--- src/rtl/machine_config_search.sv ---
// Exhaustive minimum-press search over button subsets of one machine descriptor.
// NUM_LANES consecutive masks are evaluated per cycle; best = lowest popcount, then lowest mask.
//
// state  | meaning
// IDLE   | waiting for a machine descriptor (in_ready=1)
// SEARCH | evaluating masks base..base+NUM_LANES-1 each cycle
// REPORT | result held on out_* until out_ready
module machine_config_search #(
    parameter int MAX_NUM_LIGHTS  = 16,
    parameter int MAX_NUM_BUTTONS = 13,
    parameter int NUM_LANES       = 4,
    parameter int SUM_WIDTH       = 32
) (
    input  logic                                      clk,
    input  logic                                      rst_n,
    input  logic                                      in_valid,
    output logic                                      in_ready,
    input  logic [MAX_NUM_LIGHTS-1:0]                 in_target,
    input  logic [$clog2(MAX_NUM_BUTTONS+1)-1:0]      in_num_buttons,
    input  logic [MAX_NUM_BUTTONS*MAX_NUM_LIGHTS-1:0] in_buttons,
    output logic                                      out_valid,
    input  logic                                      out_ready,
    output logic                                      out_found,
    output logic [$clog2(MAX_NUM_BUTTONS+1)-1:0]      out_presses,
    output logic [MAX_NUM_BUTTONS-1:0]                out_mask,
    output logic [SUM_WIDTH-1:0]                      out_total
);
    localparam int NBW = $clog2(MAX_NUM_BUTTONS + 1);
    localparam int BW  = MAX_NUM_BUTTONS + 1;
    localparam int CW  = MAX_NUM_BUTTONS + 2;

    typedef enum logic [1:0] {IDLE, SEARCH, REPORT} state_t;

    state_t                                state_q, state_nxt;
    logic [MAX_NUM_LIGHTS-1:0]             target_q;
    logic [NBW-1:0]                        nb_q;
    logic [MAX_NUM_BUTTONS*MAX_NUM_LIGHTS-1:0] buttons_q;
    logic [BW-1:0]                         base_q;
    logic                                  best_found_q;
    logic [NBW-1:0]                        best_pop_q;
    logic [MAX_NUM_BUTTONS-1:0]            best_mask_q;

    logic [CW-1:0]                         limit;
    logic                                  cand_found;
    logic [NBW-1:0]                        cand_pop;
    logic [MAX_NUM_BUTTONS-1:0]            cand_mask;
    logic                                  search_last;
    logic [NBW-1:0]                        nb_clamped;

    assign nb_clamped = (in_num_buttons > NBW'(MAX_NUM_BUTTONS)) ? NBW'(MAX_NUM_BUTTONS) : in_num_buttons;
    assign limit      = CW'(1) << nb_q;
    assign in_ready   = (state_q == IDLE);
    assign out_valid  = (state_q == REPORT);

    // Lanes fold into the running best in ascending mask order, so ties keep the lower mask.
    always_comb begin
        logic [CW-1:0]             lane_mask;
        logic [MAX_NUM_LIGHTS-1:0] acc;
        logic [NBW-1:0]            pop;
        cand_found = best_found_q;
        cand_pop   = best_pop_q;
        cand_mask  = best_mask_q;
        lane_mask  = '0;
        acc        = '0;
        pop        = '0;
        for (int l = 0; l < NUM_LANES; l++) begin
            lane_mask = CW'(base_q) + CW'(l);
            acc       = '0;
            pop       = '0;
            for (int b = 0; b < MAX_NUM_BUTTONS; b++) begin
                if (lane_mask[b]) begin
                    acc = acc ^ buttons_q[b*MAX_NUM_LIGHTS +: MAX_NUM_LIGHTS];
                    pop = pop + NBW'(1);
                end
            end
            if ((lane_mask < limit) && (acc == target_q) &&
                (!cand_found || (pop < cand_pop) ||
                 ((pop == cand_pop) && (lane_mask[MAX_NUM_BUTTONS-1:0] < cand_mask)))) begin
                cand_found = 1'b1;
                cand_pop   = pop;
                cand_mask  = lane_mask[MAX_NUM_BUTTONS-1:0];
            end
        end
    end

    // A zero-popcount match cannot be beaten, so the search can stop there.
    assign search_last = ((CW'(base_q) + CW'(NUM_LANES)) >= limit) ||
                         (cand_found && (cand_pop == '0));

    always_comb begin
        state_nxt = state_q;
        case (state_q)
            IDLE:    if (in_valid)    state_nxt = SEARCH;
            SEARCH:  if (search_last) state_nxt = REPORT;
            REPORT:  if (out_ready)   state_nxt = IDLE;
            default:                  state_nxt = IDLE;
        endcase
    end

    always_ff @(posedge clk) begin
        if (!rst_n) begin
            state_q      <= IDLE;
            target_q     <= '0;
            nb_q         <= '0;
            buttons_q    <= '0;
            base_q       <= '0;
            best_found_q <= 1'b0;
            best_pop_q   <= '0;
            best_mask_q  <= '0;
            out_found    <= 1'b0;
            out_presses  <= '0;
            out_mask     <= '0;
            out_total    <= '0;
        end else begin
            state_q <= state_nxt;
            case (state_q)
                IDLE: begin
                    if (in_valid) begin
                        target_q     <= in_target;
                        nb_q         <= nb_clamped;
                        buttons_q    <= in_buttons;
                        base_q       <= '0;
                        best_found_q <= 1'b0;
                        best_pop_q   <= '0;
                        best_mask_q  <= '0;
                    end
                end
                SEARCH: begin
                    best_found_q <= cand_found;
                    best_pop_q   <= cand_pop;
                    best_mask_q  <= cand_mask;
                    if (search_last) begin
                        out_found   <= cand_found;
                        out_presses <= cand_found ? cand_pop : '0;
                        out_mask    <= cand_found ? cand_mask : '0;
                        if (cand_found)
                            out_total <= out_total + SUM_WIDTH'(cand_pop);
                    end else begin
                        base_q <= base_q + BW'(NUM_LANES);
                    end
                end
                default: ;
            endcase
        end
    end
endmodule

--- config.mk ---
export PLATFORM = sky130hd
export DESIGN_NAME = machine_config_search
export DESIGN_NICKNAME = d
export VERILOG_FILES = /design/src/rtl/machine_config_search.sv
export SDC_FILE = /design/constraint.sdc
export NUM_CORES = 1
export LEC_CHECK = 0
export BUFFER_PORTS_ARGS = -buffer_cell sky130_fd_sc_hd__buf_2
export CORE_AREA = 4 4 204 206
export DETAILED_ROUTE_END_ITERATION = 12
export DIE_AREA = 0 0 208 210
export GPL_ROUTABILITY_DRIVEN = 0
export HOLD_SLACK_MARGIN = 0.06
export PLACE_DENSITY = 0.77
export SETUP_SLACK_MARGIN = 0.3
export SLEW_MARGIN = 20
export SYNTH_ARGS = -nofsm -noshare
export SYNTH_HDL_FRONTEND = slang
export SYNTH_SLANG_ARGS = --single-unit
--- constraint.sdc ---
create_clock -name clk -period 21.9 [get_ports clk]
set_clock_uncertainty 0.05 [all_clocks]
set_input_delay 2.19 -clock clk [delete_from_list [all_inputs] [get_ports clk]]
set_output_delay 2.19 -clock clk [all_outputs]
set_load 0.01 [all_outputs]
==> Yosys cells after proc, flatten, opt, wreduce, memory -nomap -nowiden <==
Cells that the tools add are included.
{ "word_totals": {"regBits": 312, "latchBits": 0, "ramBits": 0, "rom_bits": 0, "memories": 0} }
{ "op_classes": {"add_sub_neg": 54, "mul": 0, "div_mod_pow": 0, "magnitude_cmp": 14, "eq_ne": 14, "shift": 1, "n_mux": 132, "n_bitwise": 48, "reduce_logical": 35} }
{ "ops": {"columns": ["op", "count"], "rows": [
  ["two-way mux 16 bit", 52],
  ["bitwise XOR 16 bit", 48],
  ["two-way mux 4 bit", 55],
  ["adder 4 x 1 -> 4 bit (second input constant)", 48],
  ["two-way mux 13 bit", 6],
  ["== test 16 bit", 4],
  ["< comparator 13 bit", 4],
  ["< comparator 15 bit", 3],
  ["adder 32 x 4 -> 32 bit", 1],
  ["adder 14 x 2 -> 15 bit (second input constant)", 2],
  ["two-way mux 14 bit", 2],
  ["case mux 14 bit (2 select lines)", 1],
  ["case mux 13 bit (2 select lines)", 1],
  ["== test 4 bit", 4],
  ["< comparator 4 bit", 4],
  ["adder 14 x 1 -> 15 bit (second input constant)", 1],
  ["adder 14 x 3 -> 15 bit (second input constant)", 1],
  [">= comparator 15 bit", 1],
  ["< comparator 14 x 15 -> 1 bit", 1],
  ["left shift 1 x 4 -> 15 bit (first input constant)", 1],
  ["adder 14 x 3 -> 14 bit (second input constant)", 1],
  ["logical AND 1 bit", 13],
  ["logical OR 1 bit", 9],
  ["two-way mux 1 bit", 9],
  ["other kinds (15)", 26]
]} }

==> Longest topological paths before layout <==
{ "depth": {"depth_word": 50, "depth_mapped": 86, "depth_no_buf": 79} }

==> Worst setup path after synthesis <==
Ideal clock, no wire load.
{ "synth_timing": {"path_kind": "reg2reg", "from": "register base_q[2]", "to": "register out_total[31]", "setup_time_ps": 70, "arrival_time_ps": 16041, "slack_ps": 5739, "stages_incl_launch_ff": 84, "path_buffers": 8, "path_cell_list": "dfxtp_1 > buf_2 > buf_2 > buf_2 > inv_1 > ha_1 > ha_1 > mux2i_1 > xnor2_1 > nor2_1 > a21oi_1 > ha_1 > nor2b_1 > a2111oi_0 > a41oi_1 > o211a_1 > inv_1 > ha_1 > (+48 left out) > o21a_1 > o21ai_0 > a21oi_1 > nor3_1 > nor2_1 > a2111oi_0 > o31ai_4 > inv_2 > nand2_1 > o21ai_1 > ha_1 > a21o_1 > a21o_1 > buf_1 > nand3_1 > or4_1 > or4_1 > a21oi_1"} }
{ "synth_between": {"elab_chain_cells": 45} }
{ "synth_rtl": {"columns": ["item", "line_no", "rtl"], "rows": [
  ["start: declaration", "38", "logic [BW-1:0] base_q;"],
  ["start signal: assignment", "139", "base_q <= base_q + BW'(NUM_LANES);"],
  ["branches (longest 45 deep; another with adder 4 x 1 -> 4 bit)", null, null],
  ["end signal: assignment", "137", "out_total <= out_total + SUM_WIDTH'(cand_pop);"],
  ["end: declaration", "26", "output logic [SUM_WIDTH-1:0] out_total"]
]} }
Parallel ways; which one is timed is not known.
A chain may end at the register's enable or synchronous reset.

==> Worst setup path in the final report <==
Ends and elaborated chain as after synthesis.

==> flow_summary_export.csv <==
group,metric,value,unit
setup_path,cp.arrival,18150,ps
clock_network,post-cts-setup-buffer-count,0,
die,initial_utilization,54.9,%
sta,period_needed,17740,ps
clock_network,cts.clk_slew.worst_paths,60,ps
clock_network,cts_hold_buf,0,
die,die_h,210,um
logic_synthesis,synth_edf_count,0,
sta,slew_headroom,25.0,%
setup_path,r2r_slack,4160,ps
drt,route.detailed.drc,0,
setup_path,criticalPathCategory,"reg2reg",
logic_synthesis,synth_top_cells_by_area,"dfxtp_1 29%, nand2_1 13%, ha_1 8.4%",
clock_network,tritoncts,"done",
clock_network,htreeDepth,2,
power_and_ir_drop,finalPower,1560,uW
power_and_ir_drop,leakage,0.0100,uW
final_layout,stdcell_count,3516,
setup_path,cp_slowest_cell,"a2111oi_0",
logic_synthesis,synth_top_area_share,28.5,%
clock_network,worstSkewPairLatency,540,ps
placement,dp_hpwl,50500,um
drt,wl_per_cell,19.4,um
logic_synthesis,synth-main-ff-cell,"dfxtp_1",
setup_path,crit_top_cell,"ha_1",
logic_synthesis,synth_largest_area_cell,"dfxtp_1",
drt,vias,20800,
sta,hold_slack,403,ps
logic_synthesis,syn_area,0.0218,sq mm
placement,placed_cells,3458,
setup_path,slowest_delay,780,ps
logic_synthesis,ys_seq_elements,310,
die,pin_count,284,
flow_run,maxCapViolCount,0,
clock_network,ctsResizeCount,0,
die,chipWidth,208,um
sta,rsz0062_at_grt,"false",
drt,vias_per_cell,5.91,
final_layout,syn_to_final_growth,12.3,%
final_layout,layout.nets,3352,
clock_network,clock_sinks,310,
setup_path,crit_buf_inv,8,
setup_path,cp-end-kind,"register",
sta,setup_viol,0,
power_and_ir_drop,vdd_drop_max,63.9,uV
die,die_area,0.0437,sq mm
sta,slew_viol_final,0,
final_layout,drive_gt1_share,14.4,%
logic_synthesis,seq_area_frac_synth,28.5,%
power_and_ir_drop,p_per_area,63.6,mW/mm^2
logic_synthesis,yosys_warnings,0,
logic_synthesis,syn_inst,2819,
status,run_status,"completed",
setup_path,start_kind,"register",
sta,tns,0,ps
global_route,grt_max_degree,108,
logic_synthesis,synthArstFlopShare,0,%
setup_path,path_max_fanout,26,
sta,period_share,81.0,%
drt,antenna_left,0,
global_route,antenna_found_initial,0,
global_route,grt_pass1_wl,106000,um
setup_path,worstPathRequired,22310,ps
placement,io_buffers,283,
sta,finalHoldViolCount,0,
drt,first_iter_violations,2075,
placement,place_ws,4540,ps
sta,fin_ws,4160,ps
die,rows,73,
die,core,0.0396,sq mm
global_route,grt_pass1_vias,20000,
final_layout,n_antenna_cell,0,
logic_synthesis,synth_area_per_cell,7.72,sq um
drt,firstDrtPassIters,8,
drt,drt_wl_total,68100,um
global_route,track_usage,29.4,%
setup_path,critical-path-top-delay-family,"compound AO/OA/AOI/OAI gates",
logic_synthesis,ys_types,87,
sta,fmax,56.4,MHz
sta,tightest_slew,1130,ps
global_route,gr-total-overflow,0,
clock_network,cts_made_buffers,34,
worst_hold_path,min_path_type,"reg2reg",
clock_network,clock_path_buffers,3,
clock_network,cts-root-buf,"clkbuf_16",
synth_stat cells, drive strengths merged (7+ instances only):
cell     instances
mux2            33
nand2b          18
o21ai           48
nand3           63
mux2i           41
nand4           35
o2bb2ai          8
o21a            17
nor3            18
xnor3           32
a31oi           10
inv             78
nor2            84
or3              8
o22ai            7
nor2b           22
clkbuf         147
a21oi          337
ha             147
buf             44
a21o            37
o31ai           33
and3            13
nand2          768
xor2           103
a22oi            8
o32ai           10
nor4            11
dfxtp          310
and2            16
xnor2          186
xor3             7
o211ai          11
or4             35
power by group:
| group | total (uW) | switching, uW | internal (uW) |
|---|---|---|---|
| registers | 629 | 27.6 | 602 |
| logic | 308 | 190 | 118 |
| clock network | 619 | 240 | 378 |
flip-flops by register name, indices dropped and copies added (netlist names):
| name | count |
|---|---|
| base_q | 12 |
| best_found_q | 1 |
| best_mask_q | 13 |
| best_pop_q | 4 |
| buttons_q | 208 |
| nb_q | 4 |
| out_found | 1 |
| out_mask | 13 |
| out_presses | 4 |
| out_total | 32 |
| state_q | 2 |
| target_q | 16 |
layer usage:
metal / global-route usage (%) / wire (um) / share of wire [%]
met4: 12.9 / 3350 / 4.9
met2: 48.7 / 31700 / 47
met1: 38.0 / 27400 / 40
met3: 4.91 / 5670 / 8.3
met5: 0 / 0 / 0
placed cells by master (no fill, tap or decap), types with 6 or more instances in the layout:
cell / count
bufinv_16: 6
ha_1: 147
nand3_1: 63
and3_1: 13
mux2i_1: 38
o2bb2ai_1: 8
xor3_1: 7
o32ai_1: 10
mux2_2: 32
nor2b_1: 22
nor2_1: 83
buf_4: 21
or3_1: 8
dfxtp_1: 308
or4_1: 35
xnor2_1: 182
nor3_1: 16
o22ai_1: 7
o21ai_0: 44
o31ai_1: 30
clkbuf_16: 35
a31oi_1: 10
nand4_1: 35
xor2_1: 103
a22oi_1: 8
nand2b_1: 18
a21oi_1: 336
and2_1: 15
nor4_1: 7
inv_1: 75
a21o_1: 37
xnor3_1: 32
o211ai_1: 11
buf_2: 283
o21a_1: 17
nand2_1: 766
logic make-up (layout without fill, tap and decap cells):
group / Yosys count / in the layout / synth area share [%]
other: 1 / 2 / 0.0172
DFF: 310 / 310 / 28.5
and+or+nand+nor: 1109 / 1109 / 22.1
muxes: 74 / 74 / 3.66
xor gates and xnor gates: 328 / 328 / 15.8
buffers and inverters: 270 / 441 / 5.02
AOI/OAI and AO/OA: 576 / 576 / 16.0
adders and majority gates: 151 / 151 / 8.82
per-stage QoR:
| stage | area [sq um] | utilization (%) |
|---|---|---|
| 6_report | 24500 | 61.7 |
| 5_1_grt | 24500 | 61.7 |
| 4_1_cts | 24400 | 61.7 |
| 3_5_place_dp | 23200 | 58.6 |
| 3_3_place_gp | 23200 | 58.6 |
| 2_1_floorplan | 21800 | - |
layout make-up:
| cell class | count | area [sq um] |
|---|---|---|
| multi-input combinational | 2240 | 14500 |
| sequential | 310 | 6210 |
| timing repair buffer | 304 | 1570 |
| fill | 3557 | 15200 |
| tap | 525 | 657 |
| clock buffer | 43 | 946 |
| clock inverter | 15 | 258 |
| inverter | 79 | 304 |
worst reg2reg max path: cells and delay by family, from the launching register on:
family,cells,cell delay [ps]
adders and majority gates,11,3330
muxes,5,1750
xor gates and xnor gates,1,260
buffers and inverters,8,1290
AOI/OAI and AO/OA,36,7800
DFF,1,310
and+or+nand+nor,17,2900
final timing paths:
check,start,end,cells past startpoint
setup / recovery,base_q[2]$_SDFFE_PN0P_,out_total[31]$_SDFFE_PN0P_,78
hold / removal,buttons_q[116]$_SDFFE_PN0P_,buttons_q[116]$_SDFFE_PN0P_,2
setup reg to reg,base_q[2]$_SDFFE_PN0P_,out_total[31]$_SDFFE_PN0P_,78
hold reg to reg,buttons_q[116]$_SDFFE_PN0P_,buttons_q[116]$_SDFFE_PN0P_,2
No activity file was read; power rests on OpenSTA's default activity.
